===== config.mk =====
export PLATFORM = sky130hd
export DESIGN_NAME = sdram_arbit_flat
export DESIGN_NICKNAME = d
export VERILOG_FILES = /design/src/rtl/sdram_pkg.sv /design/src/rtl/sdram_arbit_if.sv /design/src/rtl/sdram_arbit.sv /design/src/flat_wrapper.sv
export SDC_FILE = /design/constraint.sdc
export NUM_CORES = 1
export LEC_CHECK = 0
export ABC_AREA = 1
export BUFFER_PORTS_ARGS = -buffer_cell sky130_fd_sc_hd__buf_2
export CAP_MARGIN = 20
export CORE_UTILIZATION = 34
export DETAILED_ROUTE_END_ITERATION = 7
export PLACE_DENSITY = 0.84
export SYNTH_ARGS = -nofsm -noshare
export SYNTH_HDL_FRONTEND = slang
export SYNTH_SLANG_ARGS = --single-unit

===== constraint.sdc =====
create_clock -name clk -period 2.9 [get_ports clk]
set_input_delay 0 -clock clk [delete_from_list [all_inputs] [get_ports clk]]
set_output_delay 0 -clock clk [all_outputs]
set_load 0.03 [all_outputs]

===== src/rtl/sdram_pkg.sv =====
// rtl/sdram_pkg.sv - shared SDRAM command codes, arbiter states and default widths
package sdram_pkg;

  localparam int ADDR_W_DEF = 12;
  localparam int BANK_W_DEF = 2;

  // Commands encoded as {cs_n, ras_n, cas_n, we_n}
  localparam logic [3:0] CMD_NOP   = 4'b0111;
  localparam logic [3:0] CMD_PRE   = 4'b0010;
  localparam logic [3:0] CMD_AREF  = 4'b0001;
  localparam logic [3:0] CMD_MSET  = 4'b0000;
  localparam logic [3:0] CMD_ACT   = 4'b0011;
  localparam logic [3:0] CMD_WRITE = 4'b0100;
  localparam logic [3:0] CMD_READ  = 4'b0101;
  localparam logic [3:0] CMD_BSTOP = 4'b0110;

  typedef enum logic [2:0] {
    ST_INIT  = 3'd0,
    ST_ARBIT = 3'd1,
    ST_AREF  = 3'd2,
    ST_WRITE = 3'd3,
    ST_READ  = 3'd4
  } arb_state_t;

endpackage


===== src/rtl/sdram_arbit_if.sv =====
// rtl/sdram_arbit_if.sv - requester-side and SDRAM-pin signals of the command arbiter
interface sdram_arbit_if
  import sdram_pkg::*;
#(
  parameter int ADDR_W = ADDR_W_DEF,
  parameter int BANK_W = BANK_W_DEF
);

  logic [3:0]        init_cmd;
  logic [ADDR_W-1:0] init_addr;
  logic              flag_init_end;

  logic              aref_req;
  logic              aref_end;
  logic [3:0]        aref_cmd;
  logic [ADDR_W-1:0] aref_addr;
  logic              aref_en;

  logic              wr_req;
  logic              wr_end;
  logic [3:0]        wr_cmd;
  logic [BANK_W-1:0] wr_bank;
  logic [ADDR_W-1:0] wr_addr;
  logic              wr_en;

  logic              rd_req;
  logic              rd_end;
  logic [3:0]        rd_cmd;
  logic [BANK_W-1:0] rd_bank;
  logic [ADDR_W-1:0] rd_addr;
  logic              rd_en;

  logic              sdram_cke;
  logic              sdram_cs_n;
  logic              sdram_ras_n;
  logic              sdram_cas_n;
  logic              sdram_we_n;
  logic [BANK_W-1:0] sdram_bank;
  logic [ADDR_W-1:0] sdram_addr;

  modport arbiter (
    input  init_cmd, init_addr, flag_init_end,
    input  aref_req, aref_end, aref_cmd, aref_addr,
    input  wr_req, wr_end, wr_cmd, wr_bank, wr_addr,
    input  rd_req, rd_end, rd_cmd, rd_bank, rd_addr,
    output aref_en, wr_en, rd_en,
    output sdram_cke, sdram_cs_n, sdram_ras_n, sdram_cas_n, sdram_we_n,
    output sdram_bank, sdram_addr
  );

  modport requester (
    output init_cmd, init_addr, flag_init_end,
    output aref_req, aref_end, aref_cmd, aref_addr,
    output wr_req, wr_end, wr_cmd, wr_bank, wr_addr,
    output rd_req, rd_end, rd_cmd, rd_bank, rd_addr,
    input  aref_en, wr_en, rd_en,
    input  sdram_cke, sdram_cs_n, sdram_ras_n, sdram_cas_n, sdram_we_n,
    input  sdram_bank, sdram_addr
  );

endinterface


===== src/rtl/sdram_arbit.sv =====
// rtl/sdram_arbit.sv - init passthrough, then fixed-priority refresh/write/read command-bus arbiter
module sdram_arbit
  import sdram_pkg::*;
#(
  parameter int ADDR_W = ADDR_W_DEF,
  parameter int BANK_W = BANK_W_DEF
) (
  input  logic          clk,
  input  logic          rst_n,
  sdram_arbit_if.arbiter bus
);

  arb_state_t        state;
  arb_state_t        state_nxt;
  logic [3:0]        cmd;
  logic [BANK_W-1:0] bank;
  logic [ADDR_W-1:0] addr;
  logic              cke;

  always_ff @(posedge clk or negedge rst_n) begin
    if (!rst_n) begin
      state <= ST_INIT;
      cke   <= 1'b0;
    end else begin
      state <= state_nxt;
      cke   <= 1'b1;
    end
  end

  // Requests are only sampled in ARBIT, so a grant always ends in one NOP cycle.
  always_comb begin
    state_nxt = state;
    cmd       = CMD_NOP;
    bank      = '0;
    addr      = '0;
    unique case (state)
      ST_INIT: begin
        cmd  = bus.init_cmd;
        addr = bus.init_addr;
        if (bus.flag_init_end) state_nxt = ST_ARBIT;
      end
      ST_ARBIT: begin
        if (bus.aref_req)    state_nxt = ST_AREF;
        else if (bus.wr_req) state_nxt = ST_WRITE;
        else if (bus.rd_req) state_nxt = ST_READ;
      end
      ST_AREF: begin
        cmd  = bus.aref_cmd;
        addr = bus.aref_addr;
        if (bus.aref_end) state_nxt = ST_ARBIT;
      end
      ST_WRITE: begin
        cmd  = bus.wr_cmd;
        bank = bus.wr_bank;
        addr = bus.wr_addr;
        if (bus.wr_end) state_nxt = ST_ARBIT;
      end
      ST_READ: begin
        cmd  = bus.rd_cmd;
        bank = bus.rd_bank;
        addr = bus.rd_addr;
        if (bus.rd_end) state_nxt = ST_ARBIT;
      end
      default: state_nxt = ST_INIT;
    endcase
  end

  assign bus.aref_en    = (state == ST_AREF);
  assign bus.wr_en      = (state == ST_WRITE);
  assign bus.rd_en      = (state == ST_READ);
  assign bus.sdram_cke  = cke;
  assign {bus.sdram_cs_n, bus.sdram_ras_n, bus.sdram_cas_n, bus.sdram_we_n} = cmd;
  assign bus.sdram_bank = bank;
  assign bus.sdram_addr = addr;

endmodule

===== src/flat_wrapper.sv =====
// flat-port wrapper written by rule: the top's interface ports become plain ports
module sdram_arbit_flat import sdram_pkg::*;
#(
  parameter int ADDR_W = ADDR_W_DEF,
  parameter int BANK_W = BANK_W_DEF
)
  (clk, rst_n, bus_init_cmd, bus_init_addr, bus_flag_init_end, bus_aref_req, bus_aref_end, bus_aref_cmd, bus_aref_addr, bus_wr_req, bus_wr_end, bus_wr_cmd, bus_wr_bank, bus_wr_addr, bus_rd_req, bus_rd_end, bus_rd_cmd, bus_rd_bank, bus_rd_addr, bus_aref_en, bus_wr_en, bus_rd_en, bus_sdram_cke, bus_sdram_cs_n, bus_sdram_ras_n, bus_sdram_cas_n, bus_sdram_we_n, bus_sdram_bank, bus_sdram_addr);
  sdram_arbit_if #(.ADDR_W(ADDR_W), .BANK_W(BANK_W)) bus_i ();
  input  logic clk;
  input  logic rst_n;
  input wire logic [$bits(bus_i.init_cmd)-1:0] bus_init_cmd;
  input wire logic [$bits(bus_i.init_addr)-1:0] bus_init_addr;
  input wire logic [$bits(bus_i.flag_init_end)-1:0] bus_flag_init_end;
  input wire logic [$bits(bus_i.aref_req)-1:0] bus_aref_req;
  input wire logic [$bits(bus_i.aref_end)-1:0] bus_aref_end;
  input wire logic [$bits(bus_i.aref_cmd)-1:0] bus_aref_cmd;
  input wire logic [$bits(bus_i.aref_addr)-1:0] bus_aref_addr;
  input wire logic [$bits(bus_i.wr_req)-1:0] bus_wr_req;
  input wire logic [$bits(bus_i.wr_end)-1:0] bus_wr_end;
  input wire logic [$bits(bus_i.wr_cmd)-1:0] bus_wr_cmd;
  input wire logic [$bits(bus_i.wr_bank)-1:0] bus_wr_bank;
  input wire logic [$bits(bus_i.wr_addr)-1:0] bus_wr_addr;
  input wire logic [$bits(bus_i.rd_req)-1:0] bus_rd_req;
  input wire logic [$bits(bus_i.rd_end)-1:0] bus_rd_end;
  input wire logic [$bits(bus_i.rd_cmd)-1:0] bus_rd_cmd;
  input wire logic [$bits(bus_i.rd_bank)-1:0] bus_rd_bank;
  input wire logic [$bits(bus_i.rd_addr)-1:0] bus_rd_addr;
  output wire logic [$bits(bus_i.aref_en)-1:0] bus_aref_en;
  output wire logic [$bits(bus_i.wr_en)-1:0] bus_wr_en;
  output wire logic [$bits(bus_i.rd_en)-1:0] bus_rd_en;
  output wire logic [$bits(bus_i.sdram_cke)-1:0] bus_sdram_cke;
  output wire logic [$bits(bus_i.sdram_cs_n)-1:0] bus_sdram_cs_n;
  output wire logic [$bits(bus_i.sdram_ras_n)-1:0] bus_sdram_ras_n;
  output wire logic [$bits(bus_i.sdram_cas_n)-1:0] bus_sdram_cas_n;
  output wire logic [$bits(bus_i.sdram_we_n)-1:0] bus_sdram_we_n;
  output wire logic [$bits(bus_i.sdram_bank)-1:0] bus_sdram_bank;
  output wire logic [$bits(bus_i.sdram_addr)-1:0] bus_sdram_addr;
  assign bus_i.init_cmd = bus_init_cmd;
  assign bus_i.init_addr = bus_init_addr;
  assign bus_i.flag_init_end = bus_flag_init_end;
  assign bus_i.aref_req = bus_aref_req;
  assign bus_i.aref_end = bus_aref_end;
  assign bus_i.aref_cmd = bus_aref_cmd;
  assign bus_i.aref_addr = bus_aref_addr;
  assign bus_i.wr_req = bus_wr_req;
  assign bus_i.wr_end = bus_wr_end;
  assign bus_i.wr_cmd = bus_wr_cmd;
  assign bus_i.wr_bank = bus_wr_bank;
  assign bus_i.wr_addr = bus_wr_addr;
  assign bus_i.rd_req = bus_rd_req;
  assign bus_i.rd_end = bus_rd_end;
  assign bus_i.rd_cmd = bus_rd_cmd;
  assign bus_i.rd_bank = bus_rd_bank;
  assign bus_i.rd_addr = bus_rd_addr;
  assign bus_aref_en = bus_i.aref_en;
  assign bus_wr_en = bus_i.wr_en;
  assign bus_rd_en = bus_i.rd_en;
  assign bus_sdram_cke = bus_i.sdram_cke;
  assign bus_sdram_cs_n = bus_i.sdram_cs_n;
  assign bus_sdram_ras_n = bus_i.sdram_ras_n;
  assign bus_sdram_cas_n = bus_i.sdram_cas_n;
  assign bus_sdram_we_n = bus_i.sdram_we_n;
  assign bus_sdram_bank = bus_i.sdram_bank;
  assign bus_sdram_addr = bus_i.sdram_addr;
  sdram_arbit #(.ADDR_W(ADDR_W), .BANK_W(BANK_W)) u_core (.clk(clk), .rst_n(rst_n), .bus(bus_i));
endmodule

# Yosys cells after proc, flatten, opt, wreduce, memory -nomap -nowiden
# Cells that the tools add are included.
# totals
ff_bits	4
input_bits	77
out_inout_bits	22
wordCells	24
# op_classes
eq_ne	9
mux	11
reduce_logical	2
# ops
operator	count
$pmux 12 s4	1
$mux 3	7
$pmux 4 s4	1
$pmux 3 s5	1
$ne 2x2->1 const B	4
$eq 3x2->1 const B	2
$reduce_and 5->1	1
$ne 4x4->1 const B	1
$pmux 2 s2	1
$eq 3x1->1 const B	1
$eq 3x3->1 const B	1
$logic_not 3->1	1

# Longest topological paths before layout
# logic_depth
ltp_word	4
mapped_depth	8
ltp_nobuf	8

# Least setup slack after synthesis
# No wires, ideal clock.
# synth_timing
path_type	reg-to-output
start	register u_core.state[1]
end	output bus_sdram_addr[10]
arrival_time_ps	1239
t_required_ps	2900
path_slack_ps	1661
path_stages_with_launch	7
path_buffers	1
path_cell_list	dfrtp_1 > nor2_2 > nand2_1 > inv_2 > buf_6 > nand2_1 > nand4_1
# synth_between
elab_chain_cells	2
word_cells_on_any_way	5
cone_classes	eq/ne: 3; mux: 1; reduce/logical: 1
# synth_rtl
element	line	source
start: declaration	sdram_arbit.sv:13	arb_state_t state;
start signal: assignment	sdram_arbit.sv:25	state <= state_nxt;
$eq 3x3->1	--	
via bus_rd_en	flat_wrapper.sv:30	output wire logic [$bits(bus_i.rd_en)-1:0] bus_rd_en;
$pmux 12 s4	sdram_arbit.sv:36	unique case (state)
end: declaration	flat_wrapper.sv:37	output wire logic [$bits(bus_i.sdram_addr)-1:0] bus_sdram_addr;
# The timed path passes the listed nets, and every way through them passes these cells.

# Worst setup path after layout
# layout_timing
start	register u_core.state[2]
end	output bus_sdram_we_n
# layout_between
elab_chain_cells	2
word_cells_on_any_way	5
cone_classes	eq/ne: 3; mux: 1; reduce/logical: 1
# layout_rtl
element	line	source
$eq 3x3->1 (tied with other cells)	sdram_arbit.sv:36	
$pmux 4 s4 (*)	sdram_arbit.sv:36	
end: declaration	flat_wrapper.sv:35	output wire logic [$bits(bus_i.sdram_we_n)-1:0] bus_sdram_we_n;
# Mark *: on every way between the ends. The rest lies on a longest branch, timed or not.

==> flow_metrics.py <==
metrics = {
    "place": {
        "port_buffers": 98,
        "dp_hpwl_um": 2280,
        "gp_congestion": 0.794,
    },
    "logic_synthesis": {
        "ys_ff_latch": 4,
        "yosys.cell_types.count": 22,
        "yosys_warnings": 0,
        "synth_area_leader_cell": "nand2_1",
        "avgSynthCellArea_sq_um": 5.47,
        "syn-instance-count": 138,
        "ys_seq_area_frac": 0.133,
        "yosysTopAreaCellShare": 0.289,
        "syn_nets": 215,
        "synth_area_sq_um": 754,
        "synth.area.top_cells": "nand2_1, nand3_1, dfrtp_1",
    },
    "sta": {
        "rsz0062_at_grt": "false",
        "setup-tns-final_ps": 0,
        "drv_slew": 0,
        "fin_skew_ps": 6.71,
        "fmax_mhz": 553,
        "finalHoldViolCount": 0,
        "worstMarginPinSlew_ps": 758,
        "slew_headroom": 0.494,
        "hold_ws_ps": 32.9,
        "fin_crit_ps": 1810,
        "post-route-period-util": 0.624,
        "finalSetupViolCount": 0,
    },
    "clocking": {
        "hold_buffers": 2,
        "cts.clk_slew.worst_paths_ps": 40,
        "ctsHtreeMaxLevel": 1,
        "cts_buffers": 3,
        "postCtsResizedCells": 0,
        "cts_root_buffer": "clkbuf_4",
        "clock_latency_ps": 240,
        "clk_path_buf_depth": 2,
        "cts_tree": "done",
        "cts_sinks": 4,
        "post_cts_buffers": 0,
    },
    "grt": {
        "grt_pass1_vias": 1133,
        "grt_overflow": 0,
        "grt_pass1_wl_um": 4690,
        "grtUsageTotal": 0.239,
        "antenna_found_initial": 0,
        "grt_max_degree": 21,
    },
    "drt": {
        "via_per_inst": 4.78,
        "drc": 0,
        "drtPass1Iterations": 4,
        "drt_iter0_drc": 26,
        "postRouteAntennaNets": 0,
        "num_vias": 1253,
        "routed_wl_um": 2910,
        "wl_per_cell_um": 11.1,
    },
    "finish": {
        "insertedDiodeCount": 0,
        "mostFrequentLayoutCells": "buf_2, nand2_1, nand3_1",
        "final_nets": 314,
        "layout_commonest_cell": "buf_2",
        "drive_above_1_share": 0.472,
        "areaGrowthSynthToFinish_pct": 67.0,
    },
    "worst_setup_path": {
        "worst_setup_path_start_kind": "flop",
        "end_kind": "primary output",
        "cpMaxStageDelayCell": "nor2_2",
        "worst_path_largest_cell_delay_ps": 620,
        "critical-path-top-delay-family": "simple AND/OR/NAND/NOR gates",
        "worst-path-buf-inv": 2,
        "worstPathArrival_ps": 1810,
        "crit_fanout": 20,
        "cp.required_ps": 2900,
        "crit_chain": "nor2_2 -> nand2_1 -> o21ai_0 -> inv_1 -> nand4_1 -> buf_2",
        "critPathKind": "flop to primary output",
    },
    "power_and_ir_drop": {
        "p_switching_w": 0.000721,
        "p_leak_nw": 0.749,
        "comb_power_share": 0.860,
        "switching_share": 0.632,
        "power.density_mw_per_mm2": 905,
        "power.internal_w": 0.000419,
        "irDropWorstVdd_uv": 552,
        "clock_power_share": 0.061,
        "seqPwrFrac": 0.079,
    },
    "worst_hold_path": {
        "hold_path.class": "input pin to flop",
    },
    "floorplanning": {
        "die_x_um": 49.1,
        "fp.dieH_um": 49.1,
        "die-area_sq_mm": 0.00241,
        "start_util": 0.373,
        "core_area_sq_mm": 0.00202,
        "rows": 16,
        "ios": 99,
    },
    "job": {
        "drv_cap": 0,
    },
    "run_status": {
        "status": "finished, final reports clean",
    },
}
per-layer routing:
metal / up-vias / GRT usage / wire, um
li1: 653 / - / -
met5: - / 0 / 0
met1: 531 / 0.271 / 1200
met4: 0 / 0.0686 / 48
met3: 10 / 0.0467 / 234
met2: 59 / 0.443 / 1430
power by group through the flow:
stage / sequential, W / clock (W) / combinational, W
CTS: 0.0000900 / 0.0000711 / 0.000983
finish: 0.0000900 / 0.0000698 / 0.000980
global placement: 0.0000896 / 0 / 0.000970
floorplan: 0.0000898 / 0 / 0.000760
global route: 0.0000935 / 0.0000754 / 0.00106
detailed placement: 0.0000907 / 0 / 0.000979
kinds of logic (layout without fill, tap and decap cells):
logic type	Yosys count	after routing	share of synthesized area
compound gates	6	6	0.0497
buf+inv	19	116	0.154
flops	4	4	0.133
other cells	1	1	0.00497
simple gates	108	108	0.658
cell type report:
| cell class | count | area, sq um |
|---|---|---|
| inverter | 12 | 47.5 |
| clock buffer | 3 | 22.5 |
| multi-input combinational | 115 | 538 |
| fill | 218 | 762 |
| sequential | 4 | 100 |
| timing repair buffer | 101 | 518 |
| tap | 27 | 33.8 |
per-stage QoR:
stage	instances	util	setup WS [ps]	cell area, sq um	total power [W]
after floorplan	138	-	1660	754	0.000850
after global placement	257	0.602	1370	1220	0.00106
after detailed placement	257	0.602	1280	1220	0.00107
after CTS	262	0.623	1070	1260	0.00114
after global routing	262	0.623	906	1260	0.00123
final	262	0.623	1090	1260	0.00114
cell usage after synthesis:
cell,n
nand2_1,58
nand3_1,22
nand4_1,15
inv_1,9
dfrtp_1,4
nor2_2,4
buf_6,3
nor2_1,3
o21ai_0,3
a22o_1,2
buf_4,2
inv_2,2
nand2_2,2
a21oi_1,1
and2_1,1
buf_2,1
buf_8,1
conb_1,1
inv_4,1
nand3b_1,1
nor3_1,1
nor3b_1,1
worst reg2reg max path: cells and delay by family (launching register included):
kind	cells	cell delay [ps]
DFF	1	430
and+or+nand+nor	6	1060
flip-flops by register name, summed over array words and instances, names as in the netlist:
register,cells
u_core.state,3
u_core.bus.sdram_cke,1
path summary, 6_finish.rpt:
| check | slack, ps | start | depth (start not counted) | to |
|---|---|---|---|---|
| max reg2reg | 1300 | u_core.state[2] | 6 | u_core.state[0] |
| min | 30 | bus_aref_req | 3 | u_core.state[1] |
| min reg2reg | 550 | u_core.state[1] | 2 | u_core.state[1] |
| max | 1090 | u_core.state[2] | 6 | bus_sdram_we_n |
| min in group asynchronous | 90 | rst_n | 2 | u_core.state[2] |
| max in group asynchronous | 2680 | rst_n | 2 | u_core.state[1] |
(Power assumes the default switching activity.)
